$ cat src/rtl/vector_add_arbiter.sv
// rtl/vector_add_arbiter.sv - round-robin sharing of one pipelined vector adder among NUM_REQ requesters
// Grants one requester per cycle, registers its operands into the adder and tags results with the owner ID.
module vector_add_arbiter #(
    parameter int NUM_REQ     = 4,
    parameter int ID_W        = 2,
    parameter int ADD_LATENCY = 2
) (
    input  logic                    clk,
    input  logic                    rst,
    input  logic                    en,
    input  logic [NUM_REQ-1:0]      req_valid,
    input  logic [96*NUM_REQ-1:0]   req_v1,
    input  logic [96*NUM_REQ-1:0]   req_v2,
    output logic [NUM_REQ-1:0]      req_ready,
    output logic                    add_new_data,
    output logic [95:0]             add_v1,
    output logic [95:0]             add_v2,
    input  logic [95:0]             add_r,
    input  logic                    add_output_valid,
    output logic                    resp_valid,
    output logic [ID_W-1:0]         resp_id,
    output logic [95:0]             resp_r,
    output logic                    busy,
    output logic                    err
);

    logic [ID_W-1:0] rr_ptr_q;
    logic [ID_W-1:0] rr_ptr_d;
    logic            grant_vld;
    logic [ID_W-1:0] grant_idx;
    logic [ID_W-1:0] cand;

    logic            new_data_q;
    logic [95:0]     v1_q;
    logic [95:0]     v2_q;
    logic [ID_W-1:0] issue_id_q;

    logic [ADD_LATENCY-1:0] tag_vld_q;
    logic [ID_W-1:0]        tag_id_q [ADD_LATENCY];

    logic            err_q;

    logic [95:0]     v1_arr [NUM_REQ];
    logic [95:0]     v2_arr [NUM_REQ];

    for (genvar i = 0; i < NUM_REQ; i++) begin : g_unpack
        assign v1_arr[i] = req_v1[96*i +: 96];
        assign v2_arr[i] = req_v2[96*i +: 96];
    end

    // Scan from the farthest offset back to rr_ptr so the nearest valid requester wins.
    always_comb begin
        grant_vld = 1'b0;
        grant_idx = '0;
        cand      = '0;
        for (int k = NUM_REQ - 1; k >= 0; k--) begin
            cand = ID_W'((int'(rr_ptr_q) + k) % NUM_REQ);
            if (req_valid[cand]) begin
                grant_vld = 1'b1;
                grant_idx = cand;
            end
        end
        if (!en) begin
            grant_vld = 1'b0;
        end
    end

    always_comb begin
        req_ready = '0;
        if (grant_vld) begin
            req_ready[grant_idx] = 1'b1;
        end
    end

    always_comb begin
        rr_ptr_d = rr_ptr_q;
        if (grant_vld) begin
            rr_ptr_d = (grant_idx == ID_W'(NUM_REQ - 1)) ? '0 : grant_idx + ID_W'(1);
        end
    end

    always_ff @(posedge clk or posedge rst) begin
        if (rst) begin
            rr_ptr_q   <= '0;
            new_data_q <= 1'b0;
            v1_q       <= '0;
            v2_q       <= '0;
            issue_id_q <= '0;
        end else begin
            rr_ptr_q   <= rr_ptr_d;
            new_data_q <= grant_vld;
            if (grant_vld) begin
                v1_q       <= v1_arr[grant_idx];
                v2_q       <= v2_arr[grant_idx];
                issue_id_q <= grant_idx;
            end
        end
    end

    // Tag pipeline depth equals adder latency so the tail lines up with add_output_valid.
    always_ff @(posedge clk or posedge rst) begin
        if (rst) begin
            tag_vld_q <= '0;
            for (int k = 0; k < ADD_LATENCY; k++) begin
                tag_id_q[k] <= '0;
            end
        end else begin
            tag_vld_q[0] <= new_data_q;
            tag_id_q[0]  <= issue_id_q;
            for (int k = 1; k < ADD_LATENCY; k++) begin
                tag_vld_q[k] <= tag_vld_q[k-1];
                tag_id_q[k]  <= tag_id_q[k-1];
            end
        end
    end

    always_ff @(posedge clk or posedge rst) begin
        if (rst) begin
            err_q <= 1'b0;
        end else if (add_output_valid != tag_vld_q[ADD_LATENCY-1]) begin
            err_q <= 1'b1;
        end
    end

    assign add_new_data = new_data_q;
    assign add_v1       = v1_q;
    assign add_v2       = v2_q;
    assign resp_valid   = add_output_valid & tag_vld_q[ADD_LATENCY-1];
    assign resp_id      = tag_id_q[ADD_LATENCY-1];
    assign resp_r       = add_r;
    assign busy         = new_data_q | (|tag_vld_q);
    assign err          = err_q;

endmodule

$ cat config.mk
export PLATFORM = sky130hd
export DESIGN_NAME = vector_add_arbiter
export DESIGN_NICKNAME = d
export VERILOG_FILES = /design/src/rtl/vector_add_arbiter.sv
export SDC_FILE = /design/constraint.sdc
export NUM_CORES = 1
export LEC_CHECK = 0
export CAP_MARGIN = 20
export CORE_AREA = 5 5 449 451
export DETAILED_ROUTE_END_ITERATION = 8
export DIE_AREA = 0 0 454 456
export PLACE_DENSITY = 0.35
export SETUP_SLACK_MARGIN = 0.15
export SYNTH_ARGS = -nofsm -noshare
export SYNTH_HDL_FRONTEND = slang
export SYNTH_SLANG_ARGS = --single-unit
$ cat constraint.sdc
create_clock -name clk -period 14 [get_ports clk]
set_input_delay 3.5 -clock clk [delete_from_list [all_inputs] [get_ports clk]]
set_output_delay 3.5 -clock clk [all_outputs]
set_load 0.005 [all_outputs]
==> summary.txt, run 1 <==
Timing
  – Final setup fails: 0
  – TNS Setup: 0 ps
  – Pins Over Slew Limit: 0
  – Clk_skew: 28.0 ps
  – Crit path time final: 10,690 ps
  – Fin crit share: 76.4%
  – RSZ-0062 raised after global routing: no
  – Worst rel slew slack: 24.4%
  – Final Hold Fails: 0
  – Worst Max-Slew Pin Slew: 1120 ps
  – Highest clock rate: 93.5 MHz

Routing
  – DRT antenna net count: 0
  – DR vias/cell: 3.22
  – First DRT Iteration DRCs: 844
  – Routed wl met3: 10.5 mm
  – Max Used Layer: met5
  – Pre-antenna DRT Iters: 4
  – Routed wl met2: 61.7 mm
  – Routed WL: 123 mm
  – Routed metal-1 wire length: 47.6 mm
  – DR vias: 16,500
  – Post-route DRC: 0
  – Wire per inst: 24.2 µm

Setup path
  – Top fanout value on the critical path: 84
  – Endpoint type of the worst setup path: primary output
  – R2R setup slack: 9920 ps
  – Required time of the critical path: 10,500 ps
  – Top cell family by delay on the critical path: simple AND/OR/NAND/NOR gates
  – CP max stage delay: 640 ps
  – Critical path buffers and inverters: 3
  – Crit path cell chain: clkdlybuf4s50_1 -> nor2_1 -> nand2_1 -> nand2_8 -> inv_2 -> nand2_8 -> nor2_1 -> clkdlybuf4s50_1
  – Setup CP Type: input port to primary output
  – Slowest-stage cell, CP: clkdlybuf4s50_1
  – Startpoint Class: input port
  – RR Startpoint: rr_ptr_q[0]$_DFFE_PP0P_
  – FF-to-FF path depth: 8
  – Worst path arrival time: 7190 ps
  – Reg-to-Reg End: add_v1[32]$_DFFE_PP0P_

GRT
  – Vias in the first global route: 17,400
  – Initial antenna violation count: 28
  – Global-route wire length before repair: 161 mm
  – Gr ovfl total: 0
  – Largest net degree at the start of global routing: 147
  – Global-route usage over all layers: 11.3%

Power and ir drop
  – Total power divided by cell area: 144 nW/µm²
  – Power, Total: 3.95 mW
  – Pleak: 10.1 nW
  – Worst VDD drop: 0.0595 mV

Synth
  – Synth warn: 0
  – Syn avg cell area: 8.61 µm²
  – Post-synthesis simple-gate area fraction: 12.7%
  – Proportion of synthesized area in mux cells: 13.4%
  – Adder-cell share of the synthesized area: 0.0875%
  – Largest family of logic cells by synthesized area: compound AO/OA/AOI/OAI gates
  – Sequential element share of the synthesized area: 35.7%
  – XOR/XNOR Fraction of Synth Area: 0.0613%
  – Post-synth cell types: 32
  – Post-synthesis compound-gate area fraction: 27.4%
  – Syn_nets: 2,533
  – Flops & latches, synth: 204
  – Cell Area, Synth: 14,300 µm²
  – Cells after synthesis: 1,660

Layout
  – Layout cell share with drive strength beyond 1: 3.78%
  – Nets@finish: 3,308
  – Fillers: 22,600
  – Area growth, synth to finish: 91.4%
  – Commonest non-fill, non-tap cell in the layout: clkdlybuf4s50_1
  – Commonest cells after routing, fill and taps aside: clkdlybuf4s50_1 (977), dfrtp_1 (204), nand2_1 (198), o21ai_0 (194)

Placed design
  – Port bufs: 977
  – Gpl congestion: 0.843
  – DP HPWL: 96.5 mm

Flow run
  – MaxCap Viol Count: 0

CTS
  – CTS tree: done
  – Clk_lat worst skew: 600 ps
  – Register clock-pin slew on the reported worst setup and hold paths: 50 ps
  – Number of gates resized after CTS: 0
  – TritonCTS Buffers: 35
  – Post-CTS Setup Inserts: 0
  – CTS H-tree depth: 2
  – Clock root buffer: clkbuf_16
  – Post-CTS Hold Buffers: 0
  – Clk sinks: 204
  – Maximum clock insertion buffer count: 3

Hold path
  – HP Class: register to register
  – Hold Crit Depth: 0
  – Hold_sp: tag_id_q[2]$_DFF_PP0_
  – Hold EP: resp_id[0]$_DFF_PP0_

Die
  – Die area: 207,000 µm²
  – Initial core utilization: 7.26%
  – Die W: 454 µm
  – Die height: 456 µm
  – Row cnt: 163
  – I/O pin count: 1,170
  – Core box area: 197,000 µm²

Run status
  – Status: finished clean
per-layer routing:
| layer | global-route usage, % | vias to the layer above |
|---|---|---|
| met1 | 12.8 | 8125 |
| met2 | 20.0 | 686 |
| met3 | 4.00 | 130 |
| li1 | - | 7502 |
| met5 | 0.396 | - |
| met4 | 3.09 | 14 |
how the worst max path moves through the flow:
stage | from | end | slack [ps] | cells after the start
floorplan | rst | add_new_data$_DFF_PP0_ | 4930 | 1
global placement | req_valid[3] | req_ready[2] | 3080 | 8
detailed placement | req_valid[3] | req_ready[2] | 3110 | 8
CTS | req_valid[3] | req_ready[2] | 3110 | 8
global route | req_valid[3] | req_ready[2] | 3080 | 8
finish | req_valid[3] | req_ready[2] | 3310 | 8
logic make-up (layout without fill, tap and decap cells):
| logic type | Yosys count | after routing |
|---|---|---|
| flip-flops | 204 | 204 |
| multiplexers | 192 | 192 |
| buffers and inverters | 268 | 1066 |
| XOR/XNOR | 1 | 1 |
| adder cells (fa/ha/maj) | 1 | 1 |
| AND/OR/NAND/NOR | 409 | 409 |
| AO/OA/AOI/OAI | 585 | 585 |
| other | 0 | 7 |
state kept, by name (all words and copies together), names as in the netlist:
signal / flops
rr_ptr_q: 2
err: 1
resp_id: 2
add_v1: 96
issue_id_q: 2
add_new_data: 1
tag_vld_q: 2
add_v2: 96
tag_id_q: 2
power breakdown:
group	switching (mW)	internal, mW	total, mW
Clock	0.370	0.564	0.934
Sequential	0.163	0.827	0.990
Combinational	1.06	0.962	2.03
Total	1.60	2.35	3.95
final cells by class:
cell class / count / area, µm² / area share, %
Timing Repair Buffer: 1004 / 9990 / 36.5
Multi-Input combinational cell: 1188 / 7750 / 28.3
Sequential cell: 204 / 5100 / 18.7
Tap cell: 2640 / 3300 / 12.1
Clock buffer: 54 / 1080 / 3.95
Clock inverter: 6 / 86.3 / 0.316
Antenna cell: 7 / 17.5 / 0.0640
Inverter: 2 / 15.0 / 0.0549
cell usage after synthesis:
library cell	instances	area (µm²)
nand2b_1	3	18.8
mux2i_1	192	1920
a211oi_2	1	12.5
xnor2_1	1	8.76
inv_1	1	3.75
dfrtp_1	204	5100
buf_1	7	26.3
nor2_1	5	18.8
buf_4	111	833
o211ai_1	192	1440
a21oi_1	1	5.00
a21oi_2	1	8.76
clkbuf_4	5	37.5
inv_2	1	3.75
or2_2	1	6.26
nor3_1	1	5.00
a21o_1	193	1450
or3_1	1	6.26
nor3b_1	1	7.51
buf_2	60	300
nand2_1	198	743
clkbuf_1	83	312
nand2_2	3	18.8
nor2_2	2	12.5
and3_1	1	6.26
o21ai_0	194	971
ha_1	1	12.5
nand3_1	192	961
o21ai_2	1	8.76
a31oi_2	1	12.5
and3b_1	1	8.76
a31o_2	1	8.76
metrics by stage:
| step | setup slack, ps | instance area [µm²] | cells | hold slack, ps | utilization [%] |
|---|---|---|---|---|---|
| global placement | 3080 | 26200 | 5038 | 333 | 13.3 |
| finish | 3310 | 27400 | 5105 | 345 | 13.9 |
| CTS | 3110 | 27300 | 5098 | 348 | 13.9 |
| global route | 3080 | 27300 | 5100 | 359 | 13.9 |
| floorplan | 4930 | 14300 | 1660 | 331 | - |
| detailed placement | 3110 | 26200 | 5038 | 336 | 13.3 |
Note: power is estimated with default switching activity, not from simulation.
==> run 2, diff against run 1 <==
==> constraint.sdc (replaced) <==
create_clock -name clk -period 11.16 [get_ports clk]
set_input_delay 2.79 -clock clk [delete_from_list [all_inputs] [get_ports clk]]
set_output_delay 2.79 -clock clk [all_outputs]
set_load 0.005 [all_outputs]
==> run 2 against run 1 <==
Against the previous run: cell area shrank 0.69%; core utilization shrank 0.096 points; critical path depth down 1; cell count is the same; sequential share of layout area is 0.13 points higher; clock skew decreased by 11 ps; register-to-register slack worse by 3100 ps; first-iteration DRC count increased by 14%.
==> summary.txt, run 2 (synthesized netlist as in run 1, its figures left out) <==
Run status
  – Status: finished clean

Setup path
  – Startpoint Class: input port
  – Endpoint type of the worst setup path: primary output
  – Crit-path most repeated cell: clkdlybuf4s50_1
  – CP max stage delay: 760 ps (+120 ps)
  – Top fanout value on the critical path: 58 (-31%)
  – Top cell family by delay on the critical path: buffers and inverters
  – Crit path cell chain: clkdlybuf4s50_1 -> nand2_1 -> a31oi_4 -> buf_4 -> nand2_8 -> nor3_1 -> clkdlybuf4s50_1
  – Setup CP Type: input port to primary output
  – Crit. path cell count: 7 (-1)
  – Worst Setup SP: req_valid[3]
  – FF-to-FF path depth: 7 (-1)
  – Critical path buffers and inverters: 3 (unchanged)
  – Required time of the critical path: 8370 ps (-2130 ps)
  – RR Startpoint: rr_ptr_q[1]$_DFFE_PP0P_
  – Slowest-stage cell, CP: clkdlybuf4s50_1
  – Worst path arrival time: 6470 ps (-720 ps)

Timing
  – Worst Max-Slew Pin Slew: 1060 ps (-63.5 ps)
  – Highest clock rate: 108 MHz
  – Final setup fails: 0 (unchanged)
  – TNS Setup: 0 ps (unchanged)
  – Crit path time final: 9260 ps
  – Worst Hold Margin: 348 ps (+3.40 ps)
  – Clk_skew: 17.2 ps (-10.8 ps)
  – RSZ-0062 raised after global routing: no
  – Final Hold Fails: 0 (unchanged)
  – Pins Over Slew Limit: 0 (unchanged)
  – Fin crit share: 83.0%
  – Worst rel slew slack: 29.5% (+5.0 points)

Die
  – Initial core utilization: 7.26% (unchanged)
  – Die height: 456 µm (unchanged)
  – I/O pin count: 1,170 (unchanged)
  – Die area: 207,000 µm² (unchanged)
  – Die W: 454 µm (unchanged)
  – Row cnt: 163 (unchanged)
  – Core box area: 197,000 µm² (unchanged)

CTS
  – Clk_lat worst skew: 650 ps (+50 ps)
  – Clk sinks: 204 (unchanged)
  – Post-CTS Hold Buffers: 0 (unchanged)
  – CTS tree: done
  – TritonCTS Buffers: 31 (-11%)
  – Number of gates resized after CTS: 0 (unchanged)
  – Maximum clock insertion buffer count: 3 (unchanged)
  – Clock root buffer: clkbuf_16
  – CTS H-tree depth: 1 (-1)
  – Register clock-pin slew on the reported worst setup and hold paths: 50 ps (about the same)
  – Post-CTS Setup Inserts: 0 (unchanged)

Hold path
  – Hold Crit Depth: 0 (unchanged)
  – HP Class: register to register
  – Hold_sp: tag_id_q[2]$_DFF_PP0_

Routing
  – First DRT Iteration DRCs: 964 (+14%)
  – DRT antenna net count: 0 (unchanged)
  – DR vias/cell: 3.23 (+0.11%)
  – DR vias: 16,500 (+0.11%)
  – Pre-antenna DRT Iters: 5 (+1)
  – Post-route DRC: 0 (unchanged)
  – Routed WL: 123 mm (-0.19%)
  – Wire per inst: 24.1 µm (-0.19%)

Power and ir drop
  – Pint: 2.81 mW (+19%)
  – Switching Fraction: 41.0% (+0.53 points)
  – Clock network fraction of design power: 20.7% (-2.9 points)
  – Pleak: 10.0 nW (-0.92%)
  – Logic pwr share: 53.3% (+2.0 points)
  – Total power divided by cell area: 175 nW/µm² (+21%)
  – Switching power: 1.95 mW (+22%)
  – Sequential share of power: 26.0% (+0.9 points)
  – Worst VDD drop: 0.0958 mV (+61%)

Flow run
  – MaxCap Viol Count: 0 (unchanged)

Layout
  – Multi-input gate area in the final layout: 7750 µm² (unchanged)
  – Area growth, synth to finish: 90.0%
  – Register area: 5100 µm² (unchanged)
  – Nets@finish: 3,306 (-0.060%)
  – Fillers: 22,500 (-0.46%)
  – Layout cell share with drive strength beyond 1: 3.47% (-0.32 points)
  – Commonest non-fill, non-tap cell in the layout: clkdlybuf4s50_1
  – Commonest cells after routing, fill and taps aside: clkdlybuf4s50_1 (977), dfrtp_1 (204), nand2_1 (198), o21ai_0 (194)

GRT
  – Largest net degree at the start of global routing: 131 (-11%)
  – Initial antenna violation count: 34 (+21%)
  – Gr ovfl total: 0 (unchanged)
  – Vias in the first global route: 17,500 (+0.34%)
  – Global-route usage over all layers: 11.3% (-0.051 points)
  – Global-route wire length before repair: 162 mm (+0.18%)

Placed design
  – DP HPWL: 96.5 mm (about the same)
  – Port bufs: 977 (unchanged)
  – Gpl congestion: 0.834 (-1.1%)
## run 2: layout make-up
cell class	count	area share [%]
tap	2640	12.2
clock buffer	50	3.45
sequential	204	18.8
inverter	2	0.0553
timing repair buffer	1006	36.8
antenna	13	0.120
multi-input combinational	1188	28.5
clock inverter	2	0.0368
## run 2: final timing paths
check / endpoint / slack (ps)
hold reg to reg: resp_id[0]$_DFF_PP0_ / 350
setup reg to reg: add_v1[32]$_DFFE_PP0P_ / 6850
min in group asynchronous: add_v2[70]$_DFFE_PP0P_ / 2610
max in group asynchronous: add_v1[80]$_DFFE_PP0P_ / 7070
setup / recovery: req_ready[1] / 1900
hold / removal: resp_id[0]$_DFF_PP0_ / 350
## run 2: metal layers
layer  vias to the layer above  track usage [%]  wire length (µm)
li1                       7511                -                 -
met1                      8144             12.7             47000
met4                        12             3.14              3550
met3                       130             3.88             10400
met5                         -            0.396               185
met2                       678             20.0             62100
## run 2: per-stage QoR
step / utilization (%) / area [µm²] / std cells / setup slack (ps) / total power, mW
floorplan: - / 14300 / 1660 / 2800 / 2.30
global placement: 13.3 / 26200 / 5039 / 1540 / 3.86
detailed placement: 13.3 / 26200 / 5040 / 1560 / 3.87
CTS: 13.8 / 27100 / 5092 / 1550 / 4.92
global route: 13.8 / 27200 / 5100 / 1600 / 5.07
finish: 13.8 / 27200 / 5105 / 1900 / 4.75
## run 2: power by group through the flow
stage	clock network (mW)	logic, mW	registers, mW
floorplan	0	1.08	1.22
global placement	0	2.62	1.24
detailed placement	0	2.62	1.25
CTS	1.05	2.63	1.24
global route	1.06	2.73	1.28
finish	0.985	2.53	1.24
